**src/rtl/serial_pkg.sv**
```systemverilog
// serial_pkg: shared types and constants for the serial_tx frame transmitter.
//   state_t        : transmitter FSM states (PARITY is used only when
//                    SERIAL_TX_PARITY_EN is defined)
//   cnt_width()    : bit-counter width for a given payload width
//   IDLE_LEVEL_DEF : default level of sdata between frames
package serial_pkg;

  typedef enum logic [1:0] {
    IDLE   = 2'd0,
    SHIFT  = 2'd1,
    PARITY = 2'd2
  } state_t;

  localparam logic IDLE_LEVEL_DEF = 1'b0;

  // The counter holds the index of the bit currently on sdata (0..w-1), so
  // clog2(w) bits are enough; keep at least one bit for the w=1 corner.
  function automatic int unsigned cnt_width(input int unsigned w);
    return (w < 2) ? 1 : $clog2(w);
  endfunction

endpackage

```
**src/rtl/serial_tx_if.sv**
```systemverilog
// serial_tx_if: load handshake and serial-side signals of serial_tx.
//   din        : parallel payload, sampled on the accepting edge
//   load_valid : producer offers din
//   load_ready : transmitter can accept a word
//   sdata      : registered serial data
//   sframe     : high while payload (and parity) bits are on sdata
//   done       : one-cycle pulse after the last bit of a frame
// Modports: master = producer / monitor side, slave = transmitter side.
interface serial_tx_if #(
  parameter int unsigned WIDTH = 8
);
  logic [WIDTH-1:0] din;
  logic             load_valid;
  logic             load_ready;
  logic             sdata;
  logic             sframe;
  logic             done;

  modport master (
    output din, load_valid,
    input  load_ready, sdata, sframe, done
  );

  modport slave (
    input  din, load_valid,
    output load_ready, sdata, sframe, done
  );
endinterface

```
**src/rtl/rising_edge_dff.sv**
```systemverilog
// rising_edge_dff: WIDTH-bit rising-edge register with asynchronous
// active-high reset to RST_VAL and a load enable. Launch-side partner of the
// falling-edge capture flops on the receiving end of the serial link.
//   clk : clock        rst : async reset, active-high
//   en  : load enable  d   : next value   q : registered value
module rising_edge_dff #(
  parameter int unsigned       WIDTH   = 1,
  parameter logic [WIDTH-1:0]  RST_VAL = '0
) (
  input  logic             clk,
  input  logic             rst,
  input  logic             en,
  input  logic [WIDTH-1:0] d,
  output logic [WIDTH-1:0] q
);

  always_ff @(posedge clk or posedge rst) begin
    if (rst) begin
      q <= RST_VAL;
    end else if (en) begin
      q <= d;
    end
  end

endmodule

```
**src/rtl/serial_tx.sv**
```systemverilog
// serial_tx: parallel-in / serial-out frame transmitter. A word is accepted
// through a valid/ready handshake, launched one bit per rising edge on sdata
// with sframe high, and completion is flagged by a one-cycle done pulse.
// sdata is registered so it is stable for a whole cycle, suiting a receiver
// that captures on the falling edge of clk.
// Ports:
//   clk : clock, all state changes on its rising edge
//   R   : asynchronous active-high reset (aborts a frame, no done)
//   tx  : serial_tx_if.slave (din, load_valid, load_ready, sdata, sframe, done)
// Parameters: WIDTH (2..32), MSB_FIRST, IDLE_LEVEL.
// Optional feature: define SERIAL_TX_PARITY_EN to append an even-parity bit
// (PARITY state) after the payload.
module serial_tx
  import serial_pkg::*;
#(
  parameter int unsigned WIDTH      = 8,
  parameter bit          MSB_FIRST  = 1'b1,
  parameter bit          IDLE_LEVEL = IDLE_LEVEL_DEF
) (
  input  logic       clk,
  input  logic       R,
  serial_tx_if.slave tx
);

  localparam int unsigned CNT_W = cnt_width(WIDTH);

  state_t state_q, state_d;

  logic [WIDTH-1:0] shift_q, shift_d;
  logic             shift_en;
  logic [CNT_W-1:0] cnt_q, cnt_d;
  logic             sdata_q, sdata_d;
  logic             sframe_q, sframe_d;
  logic             done_q, done_d;
  logic             ready_q, ready_d;

  logic accept;
  logic last_bit;

`ifdef SERIAL_TX_PARITY_EN
  logic parity_q, parity_d;
`endif

  // Bit that leaves the word first, and the word with that bit consumed.
  function automatic logic head_bit(input logic [WIDTH-1:0] w);
    return MSB_FIRST ? w[WIDTH-1] : w[0];
  endfunction

  function automatic logic [WIDTH-1:0] consume(input logic [WIDTH-1:0] w);
    return MSB_FIRST ? {w[WIDTH-2:0], 1'b0} : {1'b0, w[WIDTH-1:1]};
  endfunction

  assign accept   = (state_q == IDLE) && tx.load_valid && ready_q;
  assign last_bit = (cnt_q == CNT_W'(WIDTH - 1));

  // State register
  always_ff @(posedge clk or posedge R) begin
    if (R) begin
      state_q <= IDLE;
    end else begin
      state_q <= state_d;
    end
  end

  // Next-state logic
  always_comb begin
    state_d = state_q;
    unique case (state_q)
      IDLE: begin
        if (accept) state_d = SHIFT;
      end
      SHIFT: begin
`ifdef SERIAL_TX_PARITY_EN
        if (last_bit) state_d = PARITY;
`else
        if (last_bit) state_d = IDLE;
`endif
      end
`ifdef SERIAL_TX_PARITY_EN
      PARITY: state_d = IDLE;
`endif
      default: state_d = IDLE;
    endcase
  end

  // Output / datapath logic. Every output is the next value of a register,
  // so nothing on the interface depends combinationally on an input.
  always_comb begin
    shift_d  = shift_q;
    shift_en = 1'b0;
    cnt_d    = cnt_q;
    sdata_d  = sdata_q;
    sframe_d = sframe_q;
    done_d   = 1'b0;
    ready_d  = ready_q;
`ifdef SERIAL_TX_PARITY_EN
    parity_d = parity_q;
`endif
    unique case (state_q)
      IDLE: begin
        sdata_d  = IDLE_LEVEL;
        sframe_d = 1'b0;
        ready_d  = 1'b1;
        if (accept) begin
          // First bit goes out on the accepting edge; the shift register
          // keeps the remaining bits with the next one at its head.
          shift_d  = consume(tx.din);
          shift_en = 1'b1;
          cnt_d    = '0;
          sdata_d  = head_bit(tx.din);
          sframe_d = 1'b1;
          ready_d  = 1'b0;
`ifdef SERIAL_TX_PARITY_EN
          parity_d = ^tx.din;
`endif
        end
      end
      SHIFT: begin
        if (last_bit) begin
`ifdef SERIAL_TX_PARITY_EN
          sdata_d  = parity_q;
          sframe_d = 1'b1;
`else
          sdata_d  = IDLE_LEVEL;
          sframe_d = 1'b0;
          done_d   = 1'b1;
          ready_d  = 1'b1;
`endif
        end else begin
          shift_d  = consume(shift_q);
          shift_en = 1'b1;
          cnt_d    = cnt_q + CNT_W'(1);
          sdata_d  = head_bit(shift_q);
        end
      end
`ifdef SERIAL_TX_PARITY_EN
      PARITY: begin
        sdata_d  = IDLE_LEVEL;
        sframe_d = 1'b0;
        done_d   = 1'b1;
        ready_d  = 1'b1;
      end
`endif
      default: begin
        sdata_d  = IDLE_LEVEL;
        sframe_d = 1'b0;
        ready_d  = 1'b1;
      end
    endcase
  end

  rising_edge_dff #(.WIDTH(WIDTH), .RST_VAL('0)) u_shift (
    .clk(clk), .rst(R), .en(shift_en), .d(shift_d), .q(shift_q)
  );

  rising_edge_dff #(.WIDTH(CNT_W), .RST_VAL('0)) u_cnt (
    .clk(clk), .rst(R), .en(1'b1), .d(cnt_d), .q(cnt_q)
  );

  rising_edge_dff #(.WIDTH(1), .RST_VAL(IDLE_LEVEL)) u_sdata (
    .clk(clk), .rst(R), .en(1'b1), .d(sdata_d), .q(sdata_q)
  );

  rising_edge_dff #(.WIDTH(1), .RST_VAL(1'b0)) u_sframe (
    .clk(clk), .rst(R), .en(1'b1), .d(sframe_d), .q(sframe_q)
  );

  rising_edge_dff #(.WIDTH(1), .RST_VAL(1'b0)) u_done (
    .clk(clk), .rst(R), .en(1'b1), .d(done_d), .q(done_q)
  );

  rising_edge_dff #(.WIDTH(1), .RST_VAL(1'b1)) u_ready (
    .clk(clk), .rst(R), .en(1'b1), .d(ready_d), .q(ready_q)
  );

`ifdef SERIAL_TX_PARITY_EN
  rising_edge_dff #(.WIDTH(1), .RST_VAL(1'b0)) u_parity (
    .clk(clk), .rst(R), .en(1'b1), .d(parity_d), .q(parity_q)
  );
`endif

  assign tx.sdata      = sdata_q;
  assign tx.sframe     = sframe_q;
  assign tx.done       = done_q;
  assign tx.load_ready = ready_q;

endmodule

```
**src/flat_wrapper.sv**
```systemverilog
// flat-port wrapper written by rule: the top's interface ports become plain ports
module serial_tx_flat import serial_pkg::*;
#(
  parameter int unsigned WIDTH      = 8,
  parameter bit          MSB_FIRST  = 1'b1,
  parameter bit          IDLE_LEVEL = IDLE_LEVEL_DEF
)
  (clk, R, tx_din, tx_load_valid, tx_load_ready, tx_sdata, tx_sframe, tx_done);
  serial_tx_if #(.WIDTH(WIDTH)) tx_i ();
  input  logic clk;
  input  logic R;
  input wire logic [$bits(tx_i.din)-1:0] tx_din;
  input wire logic [$bits(tx_i.load_valid)-1:0] tx_load_valid;
  output wire logic [$bits(tx_i.load_ready)-1:0] tx_load_ready;
  output wire logic [$bits(tx_i.sdata)-1:0] tx_sdata;
  output wire logic [$bits(tx_i.sframe)-1:0] tx_sframe;
  output wire logic [$bits(tx_i.done)-1:0] tx_done;
  assign tx_i.din = tx_din;
  assign tx_i.load_valid = tx_load_valid;
  assign tx_load_ready = tx_i.load_ready;
  assign tx_sdata = tx_i.sdata;
  assign tx_sframe = tx_i.sframe;
  assign tx_done = tx_i.done;
  serial_tx #(.WIDTH(WIDTH), .MSB_FIRST(MSB_FIRST), .IDLE_LEVEL(IDLE_LEVEL)) u_core (.clk(clk), .R(R), .tx(tx_i));
endmodule
```
**config.mk**
```make
export PLATFORM = sky130hd
export DESIGN_NAME = serial_tx_flat
export DESIGN_NICKNAME = d
export VERILOG_FILES = /design/src/rtl/serial_pkg.sv /design/src/rtl/serial_tx_if.sv /design/src/rtl/rising_edge_dff.sv /design/src/rtl/serial_tx.sv /design/src/flat_wrapper.sv
export SDC_FILE = /design/constraint.sdc
export NUM_CORES = 1
export LEC_CHECK = 0
export CAP_MARGIN = 15
export CORE_MARGIN = 2
export CORE_UTILIZATION = 47
export DETAILED_ROUTE_END_ITERATION = 6
export PLACE_DENSITY = 0.81
export SETUP_SLACK_MARGIN = 0.15
export SYNTH_ARGS = -nofsm -noshare
export SYNTH_HDL_FRONTEND = slang
export SYNTH_SLANG_ARGS = --single-unit
export TNS_END_PERCENT = 50
```
**constraint.sdc**
```tcl
create_clock -name clk -period 1.6 [get_ports clk]
set_input_delay 0.32 -clock clk [delete_from_list [all_inputs] [get_ports clk]]
set_output_delay 0.32 -clock clk [all_outputs]
set_load 0.02 [all_outputs]
```
## Word level (Yosys, flattened, before mapping)

Index checks and enable logic that the tools add are counted.

- Register bits: 17

- $add $sub $neg: 1
- Multiplexer cells: 22
- Reduce and logical (&&, ||, !) cells: 7
- Eq/ne operators: 5

Operator list:

| operator | number |
|---|---|
| 8-bit two-way mux | 2 |
| 8-bit one-hot mux with 2 select lines | 1 |
| 1-bit two-way mux | 9 |
| 1-bit one-hot mux with 2 select lines | 4 |
| 3-bit two-way mux | 2 |
| 3-bit one-hot mux with 2 select lines | 1 |
| 2-bit two-way mux | 2 |
| 2-bit by 1-bit != test with 1-bit output, second input constant | 2 |
| 2-bit one-hot mux with 2 select lines | 1 |
| 4-bit AND reduction | 1 |
| 3-bit by 1-bit adder with 3-bit output, second input constant | 1 |
| 3-bit == test, second input constant | 1 |
| 3-bit AND reduction | 1 |
| 2-bit by 1-bit == test with 1-bit output, second input constant | 1 |
| 1-bit logical AND | 2 |
| 2-bit zero test | 1 |
| 2-bit != test, second input constant | 1 |
| 2-bit AND reduction | 1 |
| 2-bit nonzero test | 1 |

## Longest topological paths before layout

Gate-level depths: netlist (run 1).

- Depth after elaboration: 6
- Depth in mapped cells: 6
- Depth with buffers taken out: 5

## Cells and area by module

A second synthesis (run 1) with hierarchy kept.

- Cell total of the unflattened synthesis: 98
- Area, all modules: 1071.0 µm²

Modules (own cells, without submodules):

| module | sequential area each (µm²) | cells each | times used | area each (µm²) |
|---|---|---|---|---|
| serial_tx | 25.0 | 61 | 1 | 446.7 |
| rising_edge_dff at u_core.u_shift | 200.2 | 18 | 1 | 335.3 |
| rising_edge_dff at u_core.u_done ... | 25.0 | 3 | 3 | 43.8 |
| rising_edge_dff at u_core.u_cnt | 75.1 | 7 | 1 | 112.6 |
| rising_edge_dff at u_core.u_ready | 26.3 | 3 | 1 | 45.0 |

## Worst setup path before layout (run 1)

Ideal clock, no wire load.

- Kind: flip-flop to flip-flop
- Start point: register u_core.u_cnt.q[0]
- End point: register u_core.u_shift.q[5]
- Cell stages (with the launch flop): 7
- Path buffers: 1
- Clock period less this slack: 1385 ps
- Data arrival time: 1264 ps
- Data required time: 1479 ps
- Path slack: 215 ps
- Library setup time: 121 ps
- Cell sequence: dfrtp_1 ha_1 ha_1 nand2b_1 buf_2 o22ai_1 nor2_1

- Longest elaborated chain between the ends: 4

RTL lines:

| what | RTL line | source |
|---|---|---|
| from (decl) | rising_edge_dff.sv:14 | `output logic [WIDTH-1:0] q` |
| from (signal assigned) | rising_edge_dff.sv:19 | `q <= RST_VAL;` |
| from (signal assigned) | rising_edge_dff.sv:21 | `q <= d;` |
| 3-bit == test * | serial_tx.sv:54 | `assign last_bit = (cnt_q == CNT_W'(WIDTH - 1));` |
| 1-bit two-way mux | serial_tx.sv:119 | `if (last_bit) begin` |
| 1-bit one-hot mux with 2 select lines | serial_tx.sv:99 | `unique case (state_q)` |
| 4-bit AND reduction (no source line) * | n/a |  |
| to (signal assigned) | rising_edge_dff.sv:19 |  |
| to (signal assigned) | rising_edge_dff.sv:21 |  |
| to (decl) | rising_edge_dff.sv:14 |  |

Mark *: on every way between the ends. The rest lies on a longest branch, timed or not.
A chain may end at the register's enable or synchronous reset.

## Worst setup path after layout (run 1)

- Start point: register u_core.u_cnt.q[0]
- End point: register u_core.u_shift.q[7]

The elaborated chain is that of the path after synthesis.

==> results of run 1 <==
-- final cells by class --
class                   count  area, sq um
multi-input cells          43          277
repair buffers             17          161
flip-flops and latches     15          377
inverters                   2         7.51
clock buffers               4         26.3
well taps                  15         18.8
fillers                   119          450
-- worst min-delay path, delay by kind of cell --
kind	cells	cell delay [ns]
buf+inv	3	0.67
-- cell usage in the layout, fill, tap and decap left out, drive strengths merged, types with 3 or more instances in the layout --
| cell | n |
|---|---|
| ha | 3 |
| clkdlybuf4s50 | 10 |
| buf | 3 |
| clkbuf | 5 |
| nor2 | 6 |
| nand3 | 4 |
| o22ai | 6 |
| nor3 | 6 |
| nand2 | 8 |
| dfrtp | 14 |
-- state kept, by name, indices dropped and copies added, names as in the netlist --
name               count
u_core.u_cnt.q         3
u_core.u_ready.q       1
u_core.u_done.q        1
u_core.u_sdata.q       1
u_core.u_sframe.q      1
u_core.u_shift.q       7
u_core.state_q         1
-- metrics by stage --
step,power [mW],utilization (%)
floorplan,1.17,-
global placement,1.34,63.0
detailed placement,1.37,63.0
CTS,1.58,65.3
global route,1.71,65.8
finish,1.59,65.8
-- synth_stat cells (all sizes together) --
library cell,n,area (sq um)
dfrtp,14,350
nand2,8,30.0
nor2,6,22.5
nor3,6,50.1
o22ai,6,37.5
buf,4,28.8
nand3,4,20.0
ha,3,37.5
inv,2,7.51
nor2b,2,12.5
a21oi,1,5.00
a22o,1,8.76
and2,1,6.26
and3b,1,8.76
dfstp,1,26.3
nand2b,1,6.26
nand3b,1,7.51
o21ai,1,5.00
or2,1,6.26
-- cells by family after synthesis --
group | after synthesis | synth area share, %
and+or+nand+nor | 31 | 25.1
adders and majority gates | 3 | 5.55
AOI/OAI and AO/OA | 9 | 8.32
DFF | 15 | 55.6
buffers and inverters | 6 | 5.36
-- worst max-delay path by stage --
stage	start	end
floorplan	u_core.u_cnt.q[0]$_DFFE_PP0P_	u_core.u_shift.q[5]$_DFFE_PP0P_
CTS	u_core.u_sdata.q$_DFF_PP0_	tx_sdata
detailed placement	u_core.u_cnt.q[0]$_DFFE_PP0P_	u_core.u_shift.q[5]$_DFFE_PP0P_
global route	u_core.u_cnt.q[0]$_DFFE_PP0P_	u_core.u_shift.q[7]$_DFFE_PP0P_
global placement	tx_load_valid	u_core.u_sdata.q$_DFF_PP0_
finish	u_core.u_cnt.q[0]$_DFFE_PP0P_	u_core.u_shift.q[7]$_DFFE_PP0P_
-- power groups by stage --
stage	sequential [mW]	clock (mW)	combinational, mW
after floorplan	0.705	0	0.466
after global placement	0.669	0	0.670
after detailed placement	0.680	0	0.686
after CTS	0.677	0.218	0.689
after global routing	0.708	0.240	0.766
final	0.680	0.220	0.687
-- timing repair --
action,in CTS,in global routing
cloned,0,0
resized for setup,4,6
pin swaps,0,2
setup endpoints to repair,14,12
buffers inserted,0,0
-- routing by layer --
layer	global-route usage [%]	share of wire (%)	wire length (um)	vias up
li1	-	-	-	253
met3	3.48	7.8	98	2
met4	7.74	0.56	7	0
met1	17.9	43	539	243
met5	0	0	0	-
met2	28.1	49	611	19
==> metrics.csv, run 1 <==
metric,value,unit
status,"complete, no violations",
LEAKAGE,0.430,nW
chip height,42.0,um
initial core utilization,51.4,%
I/O Pins,15,
post-route setup slack,0.246,ns
Antenna Cells,0,
Clock power frac,13.9,%
DRC viols,0,
net load switching power,0.612,mW
initial antenna violation count,0,
Crit path top cell by count,ha_2,
Worst path max stage delay,0.41,ns
H-tree levels,1,
CP top delay family,flip-flops,
worst hold path type,input pin to asynchronous set/reset pin,
vias per std cell,5.39,
crit path launch type,flip-flop,
clock slew seen by the registers of the worst setup and hold paths,0.09,ns
register area share after synthesis,55.6,%
fin crit period,1.35,ns
final-report setup violation count,0,
R2R Setup Slk,0.25,ns
CTS Sinks,15,
Ys Warns,0,
clock buffer depth,2,
CTS Root Buffer Type,clkbuf_4,
Hold WS,0.337,ns
Die ar.,1760,sq um
Max Cap Viol,0,
actual slew at the worst max-slew pin,0.413,ns
Fin. Hold Viols,0,
Placed Instance Area,830,sq um
worst path bufs/invs,1,
Peak VDD IR,0.000853,V
mapped cell area,677,sq um
DRT Pass-1 Iters,4,
DR vias,517,
period utilization,84.6,%
Synth cell types,22,
Die W,42.0,um
Placed Instances,92,
register bit total from synthesis,15,
Worst Reg2Reg Path Length in Cells,6,
Post-Synthesis Cells,64,
Post-DRT Antenna Nets,0,
Worst R2R End,u_core.u_shift.q[7]$_DFFE_PP0P_,
Detailed Place HPWL,831,um
critical setup path kind,flip-flop to flip-flop,
CP required,1.81,ns
syn_nets,78,
CP Depth,6,
Port Buffer Count,14,
Global Route Usage Sum,15.9,%
Internal Power,0.975,mW
Finished Layout Cells,96,
DP Worst Slack,0.0722,ns
RSZ-0062 raised after global routing,false,
WL per Instance,13.1,um
Finished Cell Area,867,sq um
"critical path, cell by cell",ha_2 > ha_2 > nor2b_1 > buf_4 > nor3_1 > nor2_1,
total gr overflow,0,
Flop pwr share,42.8,%
first-pass GRT wire length,2130,um
vias in the first global route,498,
Syn Area/Cell,10.6,sq um
combinational cell fraction of total power,43.3,%
Initial DRC Count,10,
fin. max-slew vios,0,
largest net degree at the start of global routing,16,
layout cells sized above 1,18.5,%
fmax,739,MHz
Layout Skew,0.00468,ns
CP max FO,8,
Relative slew margins,72.5,%
CP arrival,1.57,ns
final WL,1260,um
clk_lat worst skew,0.28,ns
total CTS buffers,3,
Final GP Congestion,0.750,
reg-to-reg startpoint,u_core.u_cnt.q[0]$_DFFE_PP0P_,
crit path capture type,flip-flop,
Net Sw Frac,38.6,%
CTS tree,done,
Post-CTS Hold Buffers,0,
CP max-delay cell,dfrtp_1,
core footprint,1320,sq um
final net count,96,
Area growth syn-to-layout,28.1,%
Rows,13,
TNS Setup,0,ns
PwrDens,1830,nW/um^2
No activity file was read; power rests on OpenSTA's default activity.
==> inputs of run 2 (changes only) <==
--- a/config.mk
+++ b/config.mk
@@ -7,9 +7,9 @@
 export LEC_CHECK = 0
 export CAP_MARGIN = 15
 export CORE_MARGIN = 2
-export CORE_UTILIZATION = 47
+export CORE_UTILIZATION = 42
 export DETAILED_ROUTE_END_ITERATION = 6
-export PLACE_DENSITY = 0.81
+export PLACE_DENSITY = 0.77
 export SETUP_SLACK_MARGIN = 0.15
 export SYNTH_ARGS = -nofsm -noshare
 export SYNTH_HDL_FRONTEND = slang
==> constraint.sdc (replaced) <==
create_clock -name clk -period 1.2 [get_ports clk]
set_input_delay 0.24 -clock clk [delete_from_list [all_inputs] [get_ports clk]]
set_output_delay 0.24 -clock clk [all_outputs]
set_load 0.02 [all_outputs]
==> run 2 against run 1 <==
The flow now finishes with violations (setup timing). First-iteration DRC count shrank 10%. Total power grew 52%. Routed wire length grew 4.2%. Flip-flop and latch count is the same. Sequential share of layout area shrank 4.9 points. Largest power group unchanged. Highest routed layer unchanged.
==> metrics.csv, run 2 (synthesis results as in run 1) <==
metric,value,unit
fmax,805,MHz
RSZ-0062 raised after global routing,true,
Rows,14,
CP max FO,8,
clk_lat worst skew,0.28,ns
Largest Register,u_core.u_shift.q,
post-route setup slack,-0.0428,ns
Max Cap Viol,0,
final-report setup violation count,9,
Relative slew margins,85.8,%
H-tree levels,1,
PwrDens,2460,nW/um^2
I/O Pins,15,
CTS Sinks,15,
TNS Setup,-0.251,ns
crit path launch type,flip-flop,
Hold WS,0.251,ns
Die W,44.1,um
Layout Skew,0.00693,ns
failing checks,setup timing,
fin. max-slew vios,0,
Finished Cell Area,978,sq um
Post-CTS Hold Buffers,0,
Area growth syn-to-layout,44.5,%
max reg flops,7,
CP required,1.42,ns
CTS tree,done,
DRC viols,0,
initial antenna violation count,0,
Filler Cell Count,141,
Placed Instance Area,876,sq um
"commonest non-fill, non-tap cell in the layout",dfrtp_1,
DRT Pass-1 Iters,4,
chip height,44.1,um
total gr overflow,0,
total CTS buffers,3,
critical setup path kind,flip-flop to flip-flop,
final net count,102,
CP arrival,1.46,ns
worst hold path type,input pin to asynchronous set/reset pin,
vias per std cell,5.25,
biggest regs,"u_core.u_shift.q: 7 flops, u_core.u_cnt.q: 3 flops",
Finished Core Util,65.0,%
Die ar.,1950,sq um
"commonest cells after routing, fill and taps aside","dfrtp_1 (14), clkdlybuf4s50_1 (10), buf_4 (8)",
LEAKAGE,0.453,nW
DP Worst Slack,-0.253,ns
Antenna Cells,0,
DR vias,541,
largest net degree at the start of global routing,16,
core footprint,1510,sq um
clock slew seen by the registers of the worst setup and hold paths,0.09,ns
Initial DRC Count,9,
Global Route Usage Sum,16.7,%
Detailed Place HPWL,889,um
clock buffer depth,2,
vias in the first global route,545,
layout cells sized above 1,35.6,%
first-pass GRT wire length,2330,um
initial core utilization,44.9,%
fin crit period,1.24,ns
Final GP Congestion,0.692,
Fin. Hold Viols,0,
status,"complete, but fails checks",
CTS Root Buffer Type,clkbuf_4,
crit path capture type,flip-flop,
Peak VDD IR,0.00126,V
final WL,1310,um
WL per Instance,12.7,um
actual slew at the worst max-slew pin,0.213,ns
period utilization,104,%
Post-DRT Antenna Nets,0,
Port Buffer Count,14,
[run 2: cell count changes in the layout (fill, tap and decap cells not counted), sizes merged]
| cell | before | now |
|---|---|---|
| clkbuf | 5 | 3 |
| dlygate4sd2 | 1 | 0 |
| buf | 3 | 12 |
| and3b | 1 | 2 |
| dlymetal6s2s | 2 | 0 |
| clkinv | 0 | 1 |
[run 2: critical path, stage by stage, from the launching register on]
cell,delay (ns)
dfrtp_1,0.42
ha_4,0.18
ha_4,0.15
nor2b_1,0.10
buf_4,0.19
nor3_2,0.05
nor2_1,0.10
[run 2: final cells by class]
| type | count | area, sq um | area share, % |
|---|---|---|---|
| Timing Repair Buffer | 22 | 205 | 21.0 |
| Multi-Input combinational cell | 44 | 342 | 34.9 |
| Tap cell | 16 | 20.0 | 2.05 |
| Inverter | 2 | 7.51 | 0.767 |
| Sequential cell | 15 | 377 | 38.5 |
| Clock inverter | 1 | 5.00 | 0.512 |
| Clock buffer | 3 | 22.5 | 2.30 |
[run 2: stage by stage]
step                      instances  power (mW)
after floorplan                  64        1.64
after global placement           96        1.89
after detailed placement         96        1.94
after CTS                       103        2.39
after global routing            103        2.60
final                           103        2.41
[run 2: worst paths after layout]
kind / slack, ns / startpoint / cells after the start / endpoint
setup / recovery: -0.04 / u_core.u_cnt.q[0]$_DFFE_PP0P_ / 6 / u_core.u_shift.q[2]$_DFFE_PP0P_
hold / removal: 0.25 / R / 3 / u_core.u_shift.q[3]$_DFFE_PP0P_
setup reg to reg: -0.04 / u_core.u_cnt.q[0]$_DFFE_PP0P_ / 6 / u_core.u_shift.q[2]$_DFFE_PP0P_
hold reg to reg: 0.50 / u_core.u_sframe.q$_DFFE_PP0P_ / 2 / u_core.u_sframe.q$_DFFE_PP0P_
max in group asynchronous: 0.71 / R / 3 / u_core.u_ready.q$_DFFE_PP1P_
min in group clk: 0.50 / u_core.u_sframe.q$_DFFE_PP0P_ / 2 / u_core.u_sframe.q$_DFFE_PP0P_
[run 2: power by group]
part	switching (mW)	internal, mW
Sequential	0.188	0.750
Combinational	0.566	0.620
Clock	0.160	0.124
[run 2: repair_timing]
item,4_1_cts,5_1_grt
pin swaps,10,10
setup buffers,2,0
gates resized for setup,30,4
endpoints found under the setup margin,18,18
gates cloned,1,0
[run 2: metal layers]
metal  GRT usage (%)  share of wire [%]
met1            21.8                 44
met2            25.9                 47
met3            2.45                6.8
met4            10.9                2.1
met5               0                  0
